**src/rtl/imem_pkg.sv**
```systemverilog
// Shared definitions for the instruction memory and its loader.
package imem_pkg;

    typedef enum logic [2:0] {
        ST_IDLE  = 3'd0,
        ST_LOAD  = 3'd1,
        ST_WRITE = 3'd2,
        ST_CHECK = 3'd3,
        ST_DONE  = 3'd4
    } state_t;

    localparam int unsigned BYTES_PER_WORD    = 4;
    localparam int unsigned MEM_BYTES_DEFAULT = 256;

endpackage

```
**src/rtl/imem_word_packer.sv**
```systemverilog
// Packs a little-endian byte stream into 32-bit words; word_full flags the
// cycle in which the final byte of a word is accepted.
module imem_word_packer
    import imem_pkg::*;
(
    input  logic        clk,
    input  logic        rst_n,
    input  logic        clear,
    input  logic        accept,
    input  logic [7:0]  byte_data,
    output logic [31:0] word,
    output logic        word_full
);

    logic [1:0]  byte_cnt;
    logic [31:0] word_q;

    always_ff @(posedge clk or negedge rst_n) begin
        if (!rst_n) begin
            byte_cnt <= '0;
            word_q   <= '0;
        end else if (clear) begin
            byte_cnt <= '0;
            word_q   <= '0;
        end else if (accept) begin
            word_q[{byte_cnt, 3'b000} +: 8] <= byte_data;
            byte_cnt                        <= byte_cnt + 2'd1;
        end
    end

    assign word      = word_q;
    assign word_full = accept && (byte_cnt == 2'(BYTES_PER_WORD - 1));

endmodule

```
**src/rtl/imem_loader.sv**
```systemverilog
// Byte-stream loader for the instruction memory; holds the core while loading.
// Optional trailing checksum byte when IMEM_LOADER_CHECKSUM_EN is defined.
module imem_loader
    import imem_pkg::*;
#(
    parameter int unsigned       ADDR_W    = 64,
    parameter int unsigned       MEM_BYTES = MEM_BYTES_DEFAULT,
    parameter logic [ADDR_W-1:0] BASE_ADDR = '0
) (
    input  logic              clk,
    input  logic              rst_n,
    input  logic              start,
    input  logic [7:0]        num_words,
    input  logic              byte_valid,
    input  logic [7:0]        byte_data,
    output logic              byte_ready,
    output logic              wr_en,
    output logic [ADDR_W-1:0] wr_addr,
    output logic [31:0]       wr_data,
    output logic              cpu_hold,
    output logic              done,
    output logic              overflow_err,
    output logic              checksum_err
);

    state_t            state, state_nx;
    logic [7:0]        num_words_q;
    logic [7:0]        word_idx;
    logic              overflow_q;
    logic              start_ok;
    logic              load_accept;
    logic              last_word;
    logic [31:0]       word;
    logic              word_full;
    logic [ADDR_W-1:0] word_addr;
    logic              addr_ovf;

    assign start_ok    = start && (state == ST_IDLE || state == ST_DONE);
    assign load_accept = (state == ST_LOAD) && byte_valid;
    assign last_word   = (word_idx == num_words_q - 8'd1);
    assign word_addr   = BASE_ADDR + ADDR_W'({word_idx, 2'b00});
    assign addr_ovf    = (word_addr + ADDR_W'(BYTES_PER_WORD - 1)) >= ADDR_W'(MEM_BYTES);

    imem_word_packer u_packer (
        .clk       (clk),
        .rst_n     (rst_n),
        .clear     (start_ok),
        .accept    (load_accept),
        .byte_data (byte_data),
        .word      (word),
        .word_full (word_full)
    );

    always_ff @(posedge clk or negedge rst_n) begin
        if (!rst_n) begin
            state <= ST_IDLE;
        end else begin
            state <= state_nx;
        end
    end

    always_comb begin
        state_nx = state;
        case (state)
            ST_IDLE, ST_DONE: begin
                if (start) state_nx = (num_words == 8'd0) ? ST_DONE : ST_LOAD;
            end
            ST_LOAD: begin
                if (word_full) state_nx = ST_WRITE;
            end
            ST_WRITE: begin
                if (addr_ovf) begin
                    state_nx = ST_DONE;
                end else if (last_word) begin
`ifdef IMEM_LOADER_CHECKSUM_EN
                    state_nx = ST_CHECK;
`else
                    state_nx = ST_DONE;
`endif
                end else begin
                    state_nx = ST_LOAD;
                end
            end
`ifdef IMEM_LOADER_CHECKSUM_EN
            ST_CHECK: begin
                if (byte_valid) state_nx = ST_DONE;
            end
`endif
            default: state_nx = ST_IDLE;
        endcase
    end

    always_comb begin
        byte_ready = (state == ST_LOAD) || (state == ST_CHECK);
        wr_en      = (state == ST_WRITE) && !addr_ovf;
        wr_addr    = wr_en ? word_addr : '0;
        wr_data    = wr_en ? word : '0;
        cpu_hold   = (state == ST_LOAD) || (state == ST_WRITE) || (state == ST_CHECK);
        done       = (state == ST_DONE);
    end

    always_ff @(posedge clk or negedge rst_n) begin
        if (!rst_n) begin
            num_words_q <= '0;
            word_idx    <= '0;
            overflow_q  <= 1'b0;
        end else if (start_ok) begin
            num_words_q <= num_words;
            word_idx    <= '0;
            overflow_q  <= 1'b0;
        end else if (state == ST_WRITE) begin
            if (addr_ovf) begin
                overflow_q <= 1'b1;
            end else if (!last_word) begin
                word_idx <= word_idx + 8'd1;
            end
        end
    end

    assign overflow_err = overflow_q;

`ifdef IMEM_LOADER_CHECKSUM_EN
    logic [7:0] sum_q;
    logic       cksum_err_q;

    always_ff @(posedge clk or negedge rst_n) begin
        if (!rst_n) begin
            sum_q       <= '0;
            cksum_err_q <= 1'b0;
        end else if (start_ok) begin
            sum_q       <= '0;
            cksum_err_q <= 1'b0;
        end else if (load_accept) begin
            sum_q <= sum_q + byte_data;
        end else if (state == ST_CHECK && byte_valid && byte_data != sum_q) begin
            cksum_err_q <= 1'b1;
        end
    end

    assign checksum_err = cksum_err_q;
`else
    assign checksum_err = 1'b0;
`endif

endmodule

```
**config.mk**
```make
export PLATFORM = sky130hd
export DESIGN_NAME = imem_loader
export DESIGN_NICKNAME = d
export VERILOG_FILES = /design/src/rtl/imem_pkg.sv /design/src/rtl/imem_word_packer.sv /design/src/rtl/imem_loader.sv
export SDC_FILE = /design/constraint.sdc
export NUM_CORES = 1
export LEC_CHECK = 0
export BUFFER_PORTS_ARGS = -buffer_cell sky130_fd_sc_hd__buf_2
export CAP_MARGIN = 20
export CORE_MARGIN = 4
export CORE_UTILIZATION = 50
export DETAILED_ROUTE_END_ITERATION = 6
export PLACE_DENSITY = 0.81
export REMOVE_ABC_BUFFERS = 1
export SETUP_SLACK_MARGIN = 0.05
export SLEW_MARGIN = 25
export SYNTH_ARGS = -nofsm -noshare
export SYNTH_HDL_FRONTEND = slang
export SYNTH_SLANG_ARGS = --single-unit
```
**constraint.sdc**
```tcl
create_clock -name clk -period 2.29 [get_ports clk]
set_input_delay 0.3435 -clock clk [delete_from_list [all_inputs] [get_ports clk]]
set_output_delay 0.3435 -clock clk [all_outputs]
set_load 0.03 [all_outputs]
```
Word-level counts from Yosys, hierarchy flattened. Cells that the tools add are included.

Input port bits: 20. Register bits: 54.

Equal/unequal tests: 10. Shifts and indexed selects: 2. Add/sub/neg operators: 5. Mux-type cells: 20. Magnitude comparators: 1. Reductions and logical operators: 18.

Operator list (count): $mux W32 (3); $bwmux W32 (1); $mux W8 (4); $shift A8 B7 Y32 const A (1); $shiftx A8 B7 Y32 (1); $mux W3 (5); $add A10 B2 Y11 const B (1); $ge A11 B9 Y1 const B (1); $mux W10 (1); $pmux W3 S3 (1); $add A8 B1 Y8 const B (1); $eq A8 B8 Y1 (1); $logic_not A8 Y1 (1); $sub A8 B1 Y8 const B (1); $neg A5 Y7 (1); $eq A3 B2 Y1 const B (2); $ne A2 B2 Y1 const B (3); $reduce_bool A2 Y1 (3); $logic_and A1 B1 Y1 (4); $logic_or A1 B1 Y1 (4); $mux W2 (2); $reduce_and A2 Y1 (2); $eq A3 B1 Y1 const B (1); $eq A3 B3 Y1 const B (1); other kinds (8) (10).

Logic depth before layout (Yosys ltp).
Depth in word-level cells: 6. Gate-level depth with buffers: 8. Mapped depth without buffers: 8.

Modules after synthesis. A second synthesis with hierarchy kept.

Cells, all modules: 344. Area total of the unflattened synthesis: 3399.5 µm².

By module, submodules not included: imem_loader (sequential area each 500.5 µm², area each 1940.6 µm², instances 1, cells an instance 238); imem_word_packer (sequential area each 850.8 µm², area each 1458.9 µm², instances 1, cells an instance 106).

Least setup slack after synthesis. Ideal clock, no wire load.

Path type: flip-flop to flip-flop. Start point: register num_words_q[0]. End point: register word_idx[0]. Library setup time: 0.079 ns. Cell stages (with the launch flop): 9. Path slack: 0.182 ns. Path buffers: 0. Required time: 2.211 ns. Arrival time: 2.029 ns. Path through: dfrtp_1 inv_1 ha_1 xnor2_1 a311oi_1 nand4_1 a211oi_4 nand2b_4 mux2i_1.

Longest elaborated chain between the ends: 4.

RTL lines: start, declared (RTL line imem_loader.sv:27) `logic [7:0] num_words_q;`; start signal, assigned (RTL line imem_loader.sv:108) `num_words_q <= num_words;`; $sub A8 B1 Y8 (RTL line imem_loader.sv:40) `assign last_word = (word_idx == num_words_q - 8'd1);`; $eq A8 B8 Y1 (RTL line imem_loader.sv:40); $ne A2 B2 Y1 (no line); $reduce_and A3 Y1 (no line); end signal, assigned (RTL line imem_loader.sv:115) `word_idx <= word_idx + 8'd1;`; end, declared (RTL line imem_loader.sv:28) `logic [7:0] word_idx;`.

Every way passes these cells. A chain may end at the register's enable or synchronous reset.

Worst setup path after layout.
Start point: register num_words_q[1]. End point: register word_idx[0].

Same word-level chain as after synthesis.

==> impl_metrics.py <==
metrics = {
    "setup_path": {
        "worst_setup_path_start_kind": "register",
        "r2r_cells": 7,
        "end_kind": "register",
        "r2r_start": "num_words_q[1]",
        "r2r_end": "word_idx[0]",
        "crit_path_cell_trace": "buf_6 -> nor3_4 -> nand2_2 -> or4_4 -> a211oi_4 -> nand2b_4 -> mux2i_1",
        "critPathBufInv": 1,
        "crit_path_max_fanout": 7,
        "r2r_slack_ps": 80,
        "crit_end": "word_idx[0]",
        "crit_type": "reg2reg",
        "max_stage_delay_ps": 500,
        "arrival_ps": 2450,
        "path_delay_family": "simple AND/OR/NAND/NOR gates",
        "cp.depth": 7,
        "crit_start": "num_words_q[1]",
        "crit_path_top_delay_cell": "or4_4",
        "worst_ep_required_time_ps": 2520,
    },
    "finish": {
        "diodes": 0,
        "fin_nets": 444,
        "final.fill_count": 553,
        "area_growth_pct": 12.4,
        "drive_gt1_frac": 0.249,
    },
    "floorplanning": {
        "pin_count": 122,
        "rows": 29,
        "start_util": 0.514,
        "chipHeight_um": 88.6,
        "die_w_um": 88.6,
        "core_region_area_um2": 6310,
        "die_area_um2": 7840,
    },
    "yosys": {
        "synth_commonest_cells": "buf_4 (60), dfrtp_1 (54), nand2_1 (48)",
        "synth_edf_count": 0,
        "yosys.area.top_type": "dfrtp_1",
        "netlist_instances": 344,
        "ys_ff_latch": 54,
        "ys.warnings.count": 0,
        "avgSynthCellArea_um2": 9.43,
        "synth_top_area_share": 0.416,
        "async_flop_share": 1.00,
        "synth_area_leaders": "dfrtp_1 (42%), buf_4 (14%), and2_1 (7.9%), a22o_1 (6.5%), nand2_1 (5.6%)",
        "synth_flop_cell": "dfrtp_1",
        "ys_seq_area_frac": 0.416,
        "synth.distinct_cells": 46,
        "syn-cell-area_um2": 3250,
        "synth_most_common_cell": "buf_4",
    },
    "sta": {
        "setup_viol": 0,
        "max_freq_mhz": 452,
        "worst_slack_ps": 76.0,
        "hold_violations": 0,
        "timing.final.crit_period_ps": 2210,
        "tightest_slew_ps": 633,
        "slew_headroom": 0.578,
        "rsz0062_at_grt": "true",
        "maxSlewViolCount": 0,
        "skew_ps": 5.28,
        "fin_crit_sh": 0.967,
    },
    "placement": {
        "gp_congestion": 0.861,
        "post-dp-hpwl_mm": 5.33,
        "portBuffers": 62,
        "place_ws_ps": 29.8,
    },
    "grt": {
        "grt_pass1_vias": 2208,
        "overflow": 0,
        "grt_pass1_wl_mm": 10.8,
        "antenna_found_initial": 0,
        "grtUsageTotal": 0.174,
        "grt_start_max_net_pins": 29,
    },
    "pwr": {
        "p_leak_nw": 1.92,
        "powerDensity_nw_per_um2": 890,
        "ir_drop_mv": 0.450,
        "power_mw": 3.25,
    },
    "clock_network": {
        "cts_tree": "yes",
        "clk_latency_ps": 310,
        "cts-htree-levels": 2,
        "root_buffer": "clkbuf_8",
        "numClockSinks": 54,
        "cts_made_buffers": 5,
        "path_clk_slew_ps": 100,
        "cts_buffer_depth": 2,
        "cts.hold.buffers_added": 0,
    },
    "route": {
        "dr_total_vias": 2506,
        "viasPerCell": 5.06,
        "first_pass_iters": 4,
        "antenna_left": 0,
        "drt_iter0_drc": 183,
        "post_drt_wl_per_cell_um": 14.4,
        "drc_errors": 0,
        "routed_wl_mm": 7.11,
    },
    "run_status": {
        "status": "finished clean",
    },
    "job": {
        "drv_cap": 0,
    },
    "min_path": {
        "holdCritPathClass": "in2async",
    },
}
cells by family after synthesis:
family	count (synthesis)	share of synthesized area
simple gates	130	0.217
buf+inv	79	0.162
compound gates	61	0.143
flops	54	0.416
xor+xnor	10	0.0270
fa+ha+maj	7	0.0270
mux	2	0.00617
other cells	1	0.00116
worst register-to-register path, cell delays in order, from the launching register on:
cell	delay [ps]
dfrtp_1	430
buf_6	140
nor3_4	220
nand2_2	80
or4_4	500
a211oi_4	350
nand2b_4	230
mux2i_1	200
per-layer routing:
metal  vias to the layer above  global-route usage  share of wire
li1                       1196                   -              -
met4                         0              0.0467          0.010
met1                      1194               0.261           0.44
met2                       108               0.267           0.49
met3                         8              0.0242          0.066
met5                         -                   0              0
sequential cells by signal, indices dropped and copies added, names as in the netlist:
name,cells
u_packer.byte_cnt,2
state,3
word_idx,8
num_words_q,8
overflow_err,1
u_packer.word,32
area by class of cell:
type                       instances  area, um2  share of cell area
clock buffer                       5       68.8              0.0189
timing repair buffer              79        453               0.124
multi-input combinational        269       1620               0.444
inverter                           8       30.0             0.00823
tap                               77       96.3              0.0264
sequential                        54       1350               0.370
clock inverter                     3       28.8             0.00789
how the worst min path moves through the flow:
stage / cells after the start / slack (ps) / to / start
floorplan: 0 / 50 / num_words_q[0] / rst_n
global placement: 1 / 390 / num_words_q[6] / rst_n
detailed placement: 1 / 390 / num_words_q[6] / rst_n
CTS: 1 / 60 / u_packer.word[3] / rst_n
global route: 1 / 70 / u_packer.byte_cnt[0] / rst_n
finish: 1 / 40 / num_words_q[6] / rst_n
per-stage QoR:
step | hold WS [ps] | cells | utilization | TNS (ps) | instance area, um2
after floorplan | 47.9 | 331 | - | -2500 | 2970
after global placement | 386 | 482 | 0.550 | 0 | 3470
after detailed placement | 393 | 482 | 0.550 | 0 | 3470
after CTS | 59.6 | 492 | 0.568 | 0 | 3590
after global routing | 68.5 | 495 | 0.578 | -141 | 3650
final | 35.1 | 495 | 0.578 | 0 | 3650
cells in the final DEF (no fill, tap or decap), types with 8 or more instances in the layout:
master / instances
a22o_1: 24
and2_1: 40
buf_2: 62
buf_4: 14
conb_1: 59
dfrtp_1: 54
inv_1: 8
nand2_1: 48
nor2_1: 9
o21ai_0: 13
xnor2_1: 8
repair_timing:
| item | in CTS | in global routing |
|---|---|---|
| resized for setup | 1 | 9 |
| buffers inserted | 2 | 3 |
| pin swaps | 1 | 3 |
| gates cloned | 0 | 0 |
| setup endpoints to repair | 7 | 36 |
where the power goes:
| group | leakage (nW) | internal, mW | switching (mW) |
|---|---|---|---|
| Combinational | 1.13 | 0.539 | 0.798 |
| Clock | 0.0502 | 0.227 | 0.343 |
| Sequential | 0.733 | 1.15 | 0.195 |
No activity file was read; power rests on OpenSTA's default activity.
